===== src/rtl/ck1_spi_pkg.sv =====
// Shared constants and types for the ck1 SPI mode-0 target.
package ck1_spi_pkg;

  // Mode 0: sck idles low, data sampled on the rising edge.
  localparam logic CPOL = 1'b0;
  localparam logic CPHA = 1'b0;

  // Byte shifted out when nothing is queued at a byte boundary.
  localparam logic [7:0] IDLE_FILL_DEF = 8'hff;

  // Bit counter width (counts 0..7 within a byte).
  localparam int CNT_W = 3;

  // Synchronized pin bundle: index of each pin and its idle level.
  localparam int NUM_PINS = 3;
  localparam int PIN_SS   = 0;
  localparam int PIN_SCK  = 1;
  localparam int PIN_MOSI = 2;
  localparam logic [NUM_PINS-1:0] PIN_IDLE = {1'b1, CPOL, 1'b1};

  typedef enum logic {
    ST_IDLE   = 1'b0,
    ST_ACTIVE = 1'b1
  } state_e;

  // Byte loaded into the TX shifter at a byte boundary.
  function automatic logic [7:0] tx_reload(input logic       full,
                                           input logic [7:0] hold,
                                           input logic [7:0] fill);
    return full ? hold : fill;
  endfunction

endpackage


===== src/rtl/ck1_spi_target_if.sv =====
// SPI pins plus byte-level RX/TX handshake toward the register front-end.
interface ck1_spi_target_if;

  logic       spi_ss;
  logic       spi_sck;
  logic       spi_mosi;
  logic       spi_miso;
  logic [7:0] tx_data;
  logic       tx_data_vld;
  logic       tx_ready;
  logic [7:0] rx_data;
  logic       rx_data_vld;
  logic       rx_ack;
  logic       rx_overrun;
  logic       overrun_clr;
  logic       selected;

  // Target side (the DUT).
  modport slave (
    input  spi_ss, spi_sck, spi_mosi, tx_data, tx_data_vld, rx_ack, overrun_clr,
    output spi_miso, tx_ready, rx_data, rx_data_vld, rx_overrun, selected
  );

  // Host / SPI master side.
  modport master (
    output spi_ss, spi_sck, spi_mosi, tx_data, tx_data_vld, rx_ack, overrun_clr,
    input  spi_miso, tx_ready, rx_data, rx_data_vld, rx_overrun, selected
  );

endinterface


===== src/rtl/ck1_spi_sync.sv =====
// Multi-flop synchronizer for one asynchronous pin, followed by a history
// flop used to produce single-cycle rise/fall pulses. SYNC_STAGES is 2..3.
module ck1_spi_sync #(
  parameter int   SYNC_STAGES = 2,
  parameter logic RST_VAL     = 1'b0
) (
  input  logic clk,
  input  logic reset_n,
  input  logic d_i,
  output logic q_o,
  output logic rise_o,
  output logic fall_o
);

  logic [SYNC_STAGES-1:0] sync_q;
  logic                   hist_q;

  // Synchronizer chain and history flop reset to the pin's idle level so
  // no edge is reported when reset is released on an idle bus.
  always_ff @(posedge clk or negedge reset_n) begin
    if (!reset_n) begin
      sync_q <= {SYNC_STAGES{RST_VAL}};
      hist_q <= RST_VAL;
    end else begin
      sync_q <= {sync_q[SYNC_STAGES-2:0], d_i};
      hist_q <= sync_q[SYNC_STAGES-1];
    end
  end

  assign q_o    = sync_q[SYNC_STAGES-1];
  assign rise_o =  q_o & ~hist_q;
  assign fall_o = ~q_o &  hist_q;

endmodule


===== src/rtl/ck1_spi_target.sv =====
// SPI mode-0 target. Pins are oversampled in the clk domain; received bytes
// are handed out through rx_data/rx_data_vld/rx_ack and transmit bytes are
// queued in a single holding register through tx_data/tx_data_vld/tx_ready.
module ck1_spi_target
  import ck1_spi_pkg::*;
#(
  parameter int         SYNC_STAGES = 2,
  parameter logic [7:0] IDLE_FILL   = IDLE_FILL_DEF
) (
  input  logic               clk,
  input  logic               reset_n,
  ck1_spi_target_if.slave    bus
);

  // ---------------------------------------------------------------------
  // Pin synchronization
  // ---------------------------------------------------------------------
  logic [NUM_PINS-1:0] pin_raw, pin_q, pin_rise, pin_fall;

  assign pin_raw = {bus.spi_mosi, bus.spi_sck, bus.spi_ss};

  for (genvar g = 0; g < NUM_PINS; g++) begin : g_sync
    ck1_spi_sync #(
      .SYNC_STAGES (SYNC_STAGES),
      .RST_VAL     (PIN_IDLE[g])
    ) u_sync (
      .clk     (clk),
      .reset_n (reset_n),
      .d_i     (pin_raw[g]),
      .q_o     (pin_q[g]),
      .rise_o  (pin_rise[g]),
      .fall_o  (pin_fall[g])
    );
  end

  logic ss_rise, ss_fall, sck_rise, sck_fall, mosi_s;
  assign ss_rise  = pin_rise[PIN_SS];
  assign ss_fall  = pin_fall[PIN_SS];
  assign sck_rise = pin_rise[PIN_SCK];
  assign sck_fall = pin_fall[PIN_SCK];
  assign mosi_s   = pin_q[PIN_MOSI];

  // Only edge information is needed for sck, only the level for mosi.
  logic unused_pins;
  assign unused_pins = ^{pin_q[PIN_SCK], pin_rise[PIN_MOSI], pin_fall[PIN_MOSI]};

  // ---------------------------------------------------------------------
  // Control FSM
  // ---------------------------------------------------------------------
  state_e state_q, state_d;
  logic   start, stop, rx_step, tx_step;

  // State register.
  always_ff @(posedge clk or negedge reset_n) begin
    if (!reset_n) state_q <= ST_IDLE;
    else          state_q <= state_d;
  end

  // Next state: select falling opens a frame, select rising closes it.
  always_comb begin
    state_d = state_q;
    case (state_q)
      ST_IDLE:   if (ss_fall) state_d = ST_ACTIVE;
      ST_ACTIVE: if (ss_rise) state_d = ST_IDLE;
      default:   state_d = ST_IDLE;
    endcase
  end

  // FSM outputs: sck edges only count while selected, and a deselect in
  // the same cycle as an sck edge wins over that edge.
  always_comb begin
    start   = 1'b0;
    stop    = 1'b0;
    rx_step = 1'b0;
    tx_step = 1'b0;
    case (state_q)
      ST_IDLE:   start = ss_fall;
      ST_ACTIVE: begin
        stop    = ss_rise;
        rx_step = sck_rise & ~ss_rise;
        tx_step = sck_fall & ~ss_rise;
      end
      default: ;
    endcase
  end

  // ---------------------------------------------------------------------
  // Datapath
  // ---------------------------------------------------------------------
  logic [CNT_W-1:0] bit_cnt_q, bit_cnt_d;
  logic [7:0]       rx_shift_q, rx_shift_d;
  logic [7:0]       tx_shift_q, tx_shift_d;
  logic [7:0]       hold_q, hold_d;
  logic             hold_full_q, hold_full_d;
  logic [7:0]       rx_data_q, rx_data_d;
  logic             rx_vld_q, rx_vld_d;
  logic             ovr_q, ovr_d;

  logic       byte_done, reload;
  logic [7:0] rx_byte;

  assign byte_done = rx_step & (&bit_cnt_q);
  assign reload    = start | byte_done;
  assign rx_byte   = {rx_shift_q[6:0], mosi_s};

  // Next-state logic for counters, shifters, holding register and flags.
  always_comb begin
    bit_cnt_d   = bit_cnt_q;
    rx_shift_d  = rx_shift_q;
    tx_shift_d  = tx_shift_q;
    hold_d      = hold_q;
    hold_full_d = hold_full_q;
    rx_data_d   = rx_data_q;
    rx_vld_d    = rx_vld_q;
    ovr_d       = ovr_q;

    // Frame boundaries realign the bit counter; a partial byte is dropped.
    if (start || stop)  bit_cnt_d = '0;
    else if (rx_step)   bit_cnt_d = bit_cnt_q + CNT_W'(1);

    if (rx_step) rx_shift_d = rx_byte;

    // Reload at frame start and at every byte boundary so the next MSB is
    // on miso before the master's next rising edge. The falling edge right
    // after a boundary must not shift, or that MSB would be lost.
    if (reload)
      tx_shift_d = tx_reload(hold_full_q, hold_q, IDLE_FILL);
    else if (tx_step && (bit_cnt_q != '0))
      tx_shift_d = {tx_shift_q[6:0], 1'b1};

    // A write is accepted when the holder is empty or is being drained in
    // this very cycle; otherwise it is dropped.
    if (bus.tx_data_vld && (!hold_full_q || reload)) begin
      hold_d      = bus.tx_data;
      hold_full_d = 1'b1;
    end else if (reload) begin
      hold_full_d = 1'b0;
    end

    // A completed byte always overwrites; ack in the same cycle counts as
    // consuming the old byte, so no overrun then.
    if (byte_done) begin
      rx_data_d = rx_byte;
      rx_vld_d  = 1'b1;
    end else if (bus.rx_ack) begin
      rx_vld_d  = 1'b0;
    end

    if (byte_done && rx_vld_q && !bus.rx_ack) ovr_d = 1'b1;
    else if (bus.overrun_clr)                 ovr_d = 1'b0;
  end

  // Datapath registers.
  always_ff @(posedge clk or negedge reset_n) begin
    if (!reset_n) begin
      bit_cnt_q   <= '0;
      rx_shift_q  <= '0;
      tx_shift_q  <= IDLE_FILL;
      hold_q      <= '0;
      hold_full_q <= 1'b0;
      rx_data_q   <= '0;
      rx_vld_q    <= 1'b0;
      ovr_q       <= 1'b0;
    end else begin
      bit_cnt_q   <= bit_cnt_d;
      rx_shift_q  <= rx_shift_d;
      tx_shift_q  <= tx_shift_d;
      hold_q      <= hold_d;
      hold_full_q <= hold_full_d;
      rx_data_q   <= rx_data_d;
      rx_vld_q    <= rx_vld_d;
      ovr_q       <= ovr_d;
    end
  end

  // ---------------------------------------------------------------------
  // Outputs
  // ---------------------------------------------------------------------
  assign bus.spi_miso    = (state_q == ST_ACTIVE) ? tx_shift_q[7] : 1'b1;
  assign bus.tx_ready    = ~hold_full_q;
  assign bus.rx_data     = rx_data_q;
  assign bus.rx_data_vld = rx_vld_q;
  assign bus.rx_overrun  = ovr_q;
  assign bus.selected    = (state_q == ST_ACTIVE);

endmodule


===== src/flat_wrapper.sv =====
// flat-port wrapper written by rule: the top's interface ports become plain ports
module ck1_spi_target_flat import ck1_spi_pkg::*;
#(
  parameter int         SYNC_STAGES = 2,
  parameter logic [7:0] IDLE_FILL   = IDLE_FILL_DEF
)
  (clk, reset_n, bus_spi_ss, bus_spi_sck, bus_spi_mosi, bus_tx_data, bus_tx_data_vld, bus_rx_ack, bus_overrun_clr, bus_spi_miso, bus_tx_ready, bus_rx_data, bus_rx_data_vld, bus_rx_overrun, bus_selected);
  ck1_spi_target_if bus_i ();
  input  logic clk;
  input  logic reset_n;
  input wire logic [$bits(bus_i.spi_ss)-1:0] bus_spi_ss;
  input wire logic [$bits(bus_i.spi_sck)-1:0] bus_spi_sck;
  input wire logic [$bits(bus_i.spi_mosi)-1:0] bus_spi_mosi;
  input wire logic [$bits(bus_i.tx_data)-1:0] bus_tx_data;
  input wire logic [$bits(bus_i.tx_data_vld)-1:0] bus_tx_data_vld;
  input wire logic [$bits(bus_i.rx_ack)-1:0] bus_rx_ack;
  input wire logic [$bits(bus_i.overrun_clr)-1:0] bus_overrun_clr;
  output wire logic [$bits(bus_i.spi_miso)-1:0] bus_spi_miso;
  output wire logic [$bits(bus_i.tx_ready)-1:0] bus_tx_ready;
  output wire logic [$bits(bus_i.rx_data)-1:0] bus_rx_data;
  output wire logic [$bits(bus_i.rx_data_vld)-1:0] bus_rx_data_vld;
  output wire logic [$bits(bus_i.rx_overrun)-1:0] bus_rx_overrun;
  output wire logic [$bits(bus_i.selected)-1:0] bus_selected;
  assign bus_i.spi_ss = bus_spi_ss;
  assign bus_i.spi_sck = bus_spi_sck;
  assign bus_i.spi_mosi = bus_spi_mosi;
  assign bus_i.tx_data = bus_tx_data;
  assign bus_i.tx_data_vld = bus_tx_data_vld;
  assign bus_i.rx_ack = bus_rx_ack;
  assign bus_i.overrun_clr = bus_overrun_clr;
  assign bus_spi_miso = bus_i.spi_miso;
  assign bus_tx_ready = bus_i.tx_ready;
  assign bus_rx_data = bus_i.rx_data;
  assign bus_rx_data_vld = bus_i.rx_data_vld;
  assign bus_rx_overrun = bus_i.rx_overrun;
  assign bus_selected = bus_i.selected;
  ck1_spi_target #(.SYNC_STAGES(SYNC_STAGES), .IDLE_FILL(IDLE_FILL)) u_core (.clk(clk), .reset_n(reset_n), .bus(bus_i));
endmodule

===== config.mk =====
export PLATFORM = sky130hd
export DESIGN_NAME = ck1_spi_target_flat
export DESIGN_NICKNAME = d
export VERILOG_FILES = /design/src/rtl/ck1_spi_pkg.sv /design/src/rtl/ck1_spi_target_if.sv /design/src/rtl/ck1_spi_sync.sv /design/src/rtl/ck1_spi_target.sv /design/src/flat_wrapper.sv
export SDC_FILE = /design/constraint.sdc
export NUM_CORES = 1
export LEC_CHECK = 0
export ABC_CLOCK_PERIOD_IN_PS = 1500
export CORE_MARGIN = 2
export CORE_UTILIZATION = 48
export DETAILED_ROUTE_END_ITERATION = 8
export GPL_TIMING_DRIVEN = 0
export PLACE_DENSITY_LB_ADDON = 0.08
export SYNTH_ARGS = -nofsm -noshare
export SYNTH_HDL_FRONTEND = slang
export SYNTH_HIERARCHICAL = 1
export SYNTH_SLANG_ARGS = --single-unit
export TNS_END_PERCENT = 50

===== constraint.sdc =====
create_clock -name clk -period 1.5 [get_ports clk]
set_input_delay 0.15 -clock clk [delete_from_list [all_inputs] [get_ports clk]]
set_output_delay 0.15 -clock clk [all_outputs]
set_load 0.02 [all_outputs]

==> key figures <==
Outcome
  • Failing checks: negative setup slack
  • Outcome: complete, but fails checks

Critical path
  • CP max-delay cell: dfrtp_1
  • CP Data Arrival Time: roughly 1.8 ns
  • Critical path startpoint category: flop
  • CP max stage delay: roughly 0.40 ns
  • Reg2Reg Depth: 6
  • Max FO, Critical Path: 8
  • Crit path cell chain: ha_2, ha_4, nand4b_4, a31oi_4, buf_12, mux2_4
  • Setup CP Type: flop to flop
  • Req. time, crit path: 1.68 ns
  • Worst setup EP type: flop

Pwr
  • Power per cell area: roughly 1300 mW/mm²
  • Max IR drop VDD: 720.8 µV
  • Leak pwr: between 0.001 and 0.0015 µW

Clock network
  • CTS tree: done
  • CTS Root Cell: clkbuf_8
  • Inserted Clock Buffers: 5
  • CTS Buffer Depth: 2
  • CTS clk-pin slew, worst paths: roughly 0.080 ns
  • Clk_lat worst skew: just under 0.3 ns
  • CTS Sinks: 46
  • H-tree levels: 2

Global route
  • Overall routing resource usage: 0.1746
  • Gr ovfl total: 0
  • First-pass GRT wire length: 5.844 mm
  • Initial antenna violation count: 0
  • Vias in the first global route: 1287
  • Largest net degree at the start of global routing: 25

Routing
  • Vias: approximately 1300
  • Routed wl met3: about 190 µm
  • DR top layer: met4
  • Detailed Route WL: ~3.6 mm
  • 1st-iter DRT viols: 52
  • Antenna Violating Nets Remaining: 0
  • Met1 wire length: 1.580 mm
  • 1st-pass router iterations: 4
  • Drt wl/cell: ~15 µm
  • Via density: 5.322
  • Met2 WL: between 1.5 and 2 mm
  • DRC Markers: 0

Timing
  • Fmax: 611.2 MHz
  • Hold Vio Cnt, Final: 0
  • Crit path time final: around 1.6 ns
  • Fin crit share: 1.091
  • Worst slew margin: 0.6115
  • Final Slew Violations: 0
  • RSZ-0062 raised after global routing: true
  • Fin worst setup slack: -0.1360 ns
  • Final setup viols: 24
  • Final setup skew: between 0.007 and 0.008 ns
  • Worst Tran Pin Value: between 0.5 and 0.6 ns

Layout
  • Diodes inserted: 0
  • FILL cells: ~300
  • Cell area after layout: around 0.0027 mm²
  • Layout Nets: about 210
  • Share of cells above drive strength 1: 0.4286
  • Layout area overhead: 36.19%

Min path
  • Hold Path Class: input port to flop
  • Worst Hold Depth: 1

Die
  • Row count: 23
  • Die Area: 0.004673 mm²
  • Die width: between 60 and 70 µm
  • Number of I/O pins: 29
  • Initial Utilization: 0.4970
  • Core region area: roughly 0.004 mm²
  • Height of the die: 68.36 µm

Logic synthesis
  • Post-Syn Instances: approximately 140
  • Syn Nets: between 150 and 200
  • Synthesized cell area: 0.001988 mm²
  • Yosys warns: 6
  • Syn avg cell area: approximately 14 µm²

Placed design
  • RD Place Congestion: ~0.85
  • DP Worst Slack: -0.2484 ns
  • Placed cell area: between 0.002 and 0.0025 mm²
  • Port Buf Inserts: 28
  • Post-DP HPWL: 2.428 mm

Job
  • Max-Cap Viols: 0
-- sequential cells by signal, summed over array words and instances, names as in the netlist --
register and count:
u_core/rx_shift_q 7, u_core/bit_cnt_q 3, u_core/g_sync.u_sync/hist_q 2, u_core/hold_q 8
u_core/bus.selected 1, u_core/bus.rx_data_vld 1, u_core/bus.rx_overrun 1, u_core/g_sync.u_sync/sync_q 6
u_core/bus.rx_data 8, u_core/hold_full_q 1, u_core/tx_shift_q 8
-- repair_timing --
item	CTS	global route
cloned	1	0
endpoints found under the setup margin	36	34
resized for setup	36	9
pin swaps	6	1
setup buffers	8	1
hold buffers	1	0
endpoints found under the hold margin	15	0
-- layer usage --
layer | vias up | global-route usage
met5 | - | 0
met1 | 622 | 0.2141
met2 | 41 | 0.2803
met3 | 7 | 0.05921
li1 | 602 | -
met4 | 0 | 0.07500
-- worst paths after layout --
kind	start	endpoint	slack, ns
setup reg to reg	u_core/bit_cnt_q[0]	u_core/hold_q[0]	-0.14
hold / removal	bus_spi_ss	u_core/g_sync[0].u_sync/sync_q[0]	0.25
max in group asynchronous	reset_n	u_core/g_sync[2].u_sync/sync_q[1]	0.53
setup / recovery	u_core/bit_cnt_q[0]	u_core/hold_q[0]	-0.14
min in group asynchronous	reset_n	u_core/hold_q[7]	0.38
hold reg to reg	u_core/g_sync[0].u_sync/sync_q[0]	u_core/g_sync[0].u_sync/sync_q[1]	0.36
-- worst max-delay path: cells and delay by family, from the launching register on --
kind / cells / cell delay, ns
AO/OA/AOI/OAI: 1 / 0.20
adder cells (fa/ha/maj): 2 / 0.35
buffers and inverters: 1 / 0.15
flip-flops: 1 / 0.40
multiplexers: 1 / 0.30
AND/OR/NAND/NOR: 1 / 0.13
-- area by class of cell --
| type | instances | area [µm²] | share of cell area |
|---|---|---|---|
| plain buffers | 6 | 70.07 | 0.02588 |
| clock buffers | 7 | 96.34 | 0.03558 |
| clock inverters | 1 | 8.758 | 0.003235 |
| inverters | 5 | 18.77 | 0.006932 |
| multi-input cells | 84 | 854.6 | 0.3156 |
| flip-flops and latches | 46 | 1169 | 0.4316 |
| well taps | 50 | 62.56 | 0.02311 |
| repair buffers | 40 | 427.9 | 0.1580 |
-- placed cells by master, fill, tap and decap left out, types with 3 or more instances in the layout --
master and instances:
buf_12 3, o21ai_0 11, clkdlybuf4s50_1 25, clkbuf_8 9, dfrtp_1 32, inv_1 4, buf_6 5, nand2_1 3
a211oi_1 7, buf_4 3, a31oi_1 7, dfstp_2 13, mux2_4 22, or3b_2 5
-- per-stage QoR --
step / hold slack [ns] / power, µW / setup TNS [ns] / cells / utilization
3_3_place_gp: 0.3368 / 2442 / -38.18 / 221 / 0.5837
4_1_cts: 0.2435 / 3468 / -2.508 / 238 / 0.6694
6_report: 0.2533 / 3491 / -1.913 / 239 / 0.6769
3_5_place_dp: 0.1750 / 2490 / -5.358 / 222 / 0.5893
5_1_grt: 0.2506 / 3684 / -4.251 / 239 / 0.6769
2_1_floorplan: -0.1456 / 2247 / -0.8158 / 143 / -
-- power breakdown --
part | switching [µW] | internal (µW) | total [µW]
sequential | 188 | 1630 | 1820
combinational | 323 | 532 | 856
clock | 397 | 422 | 819
total | 909 | 2580 | 3490
No activity file was read; power rests on OpenSTA's default activity.
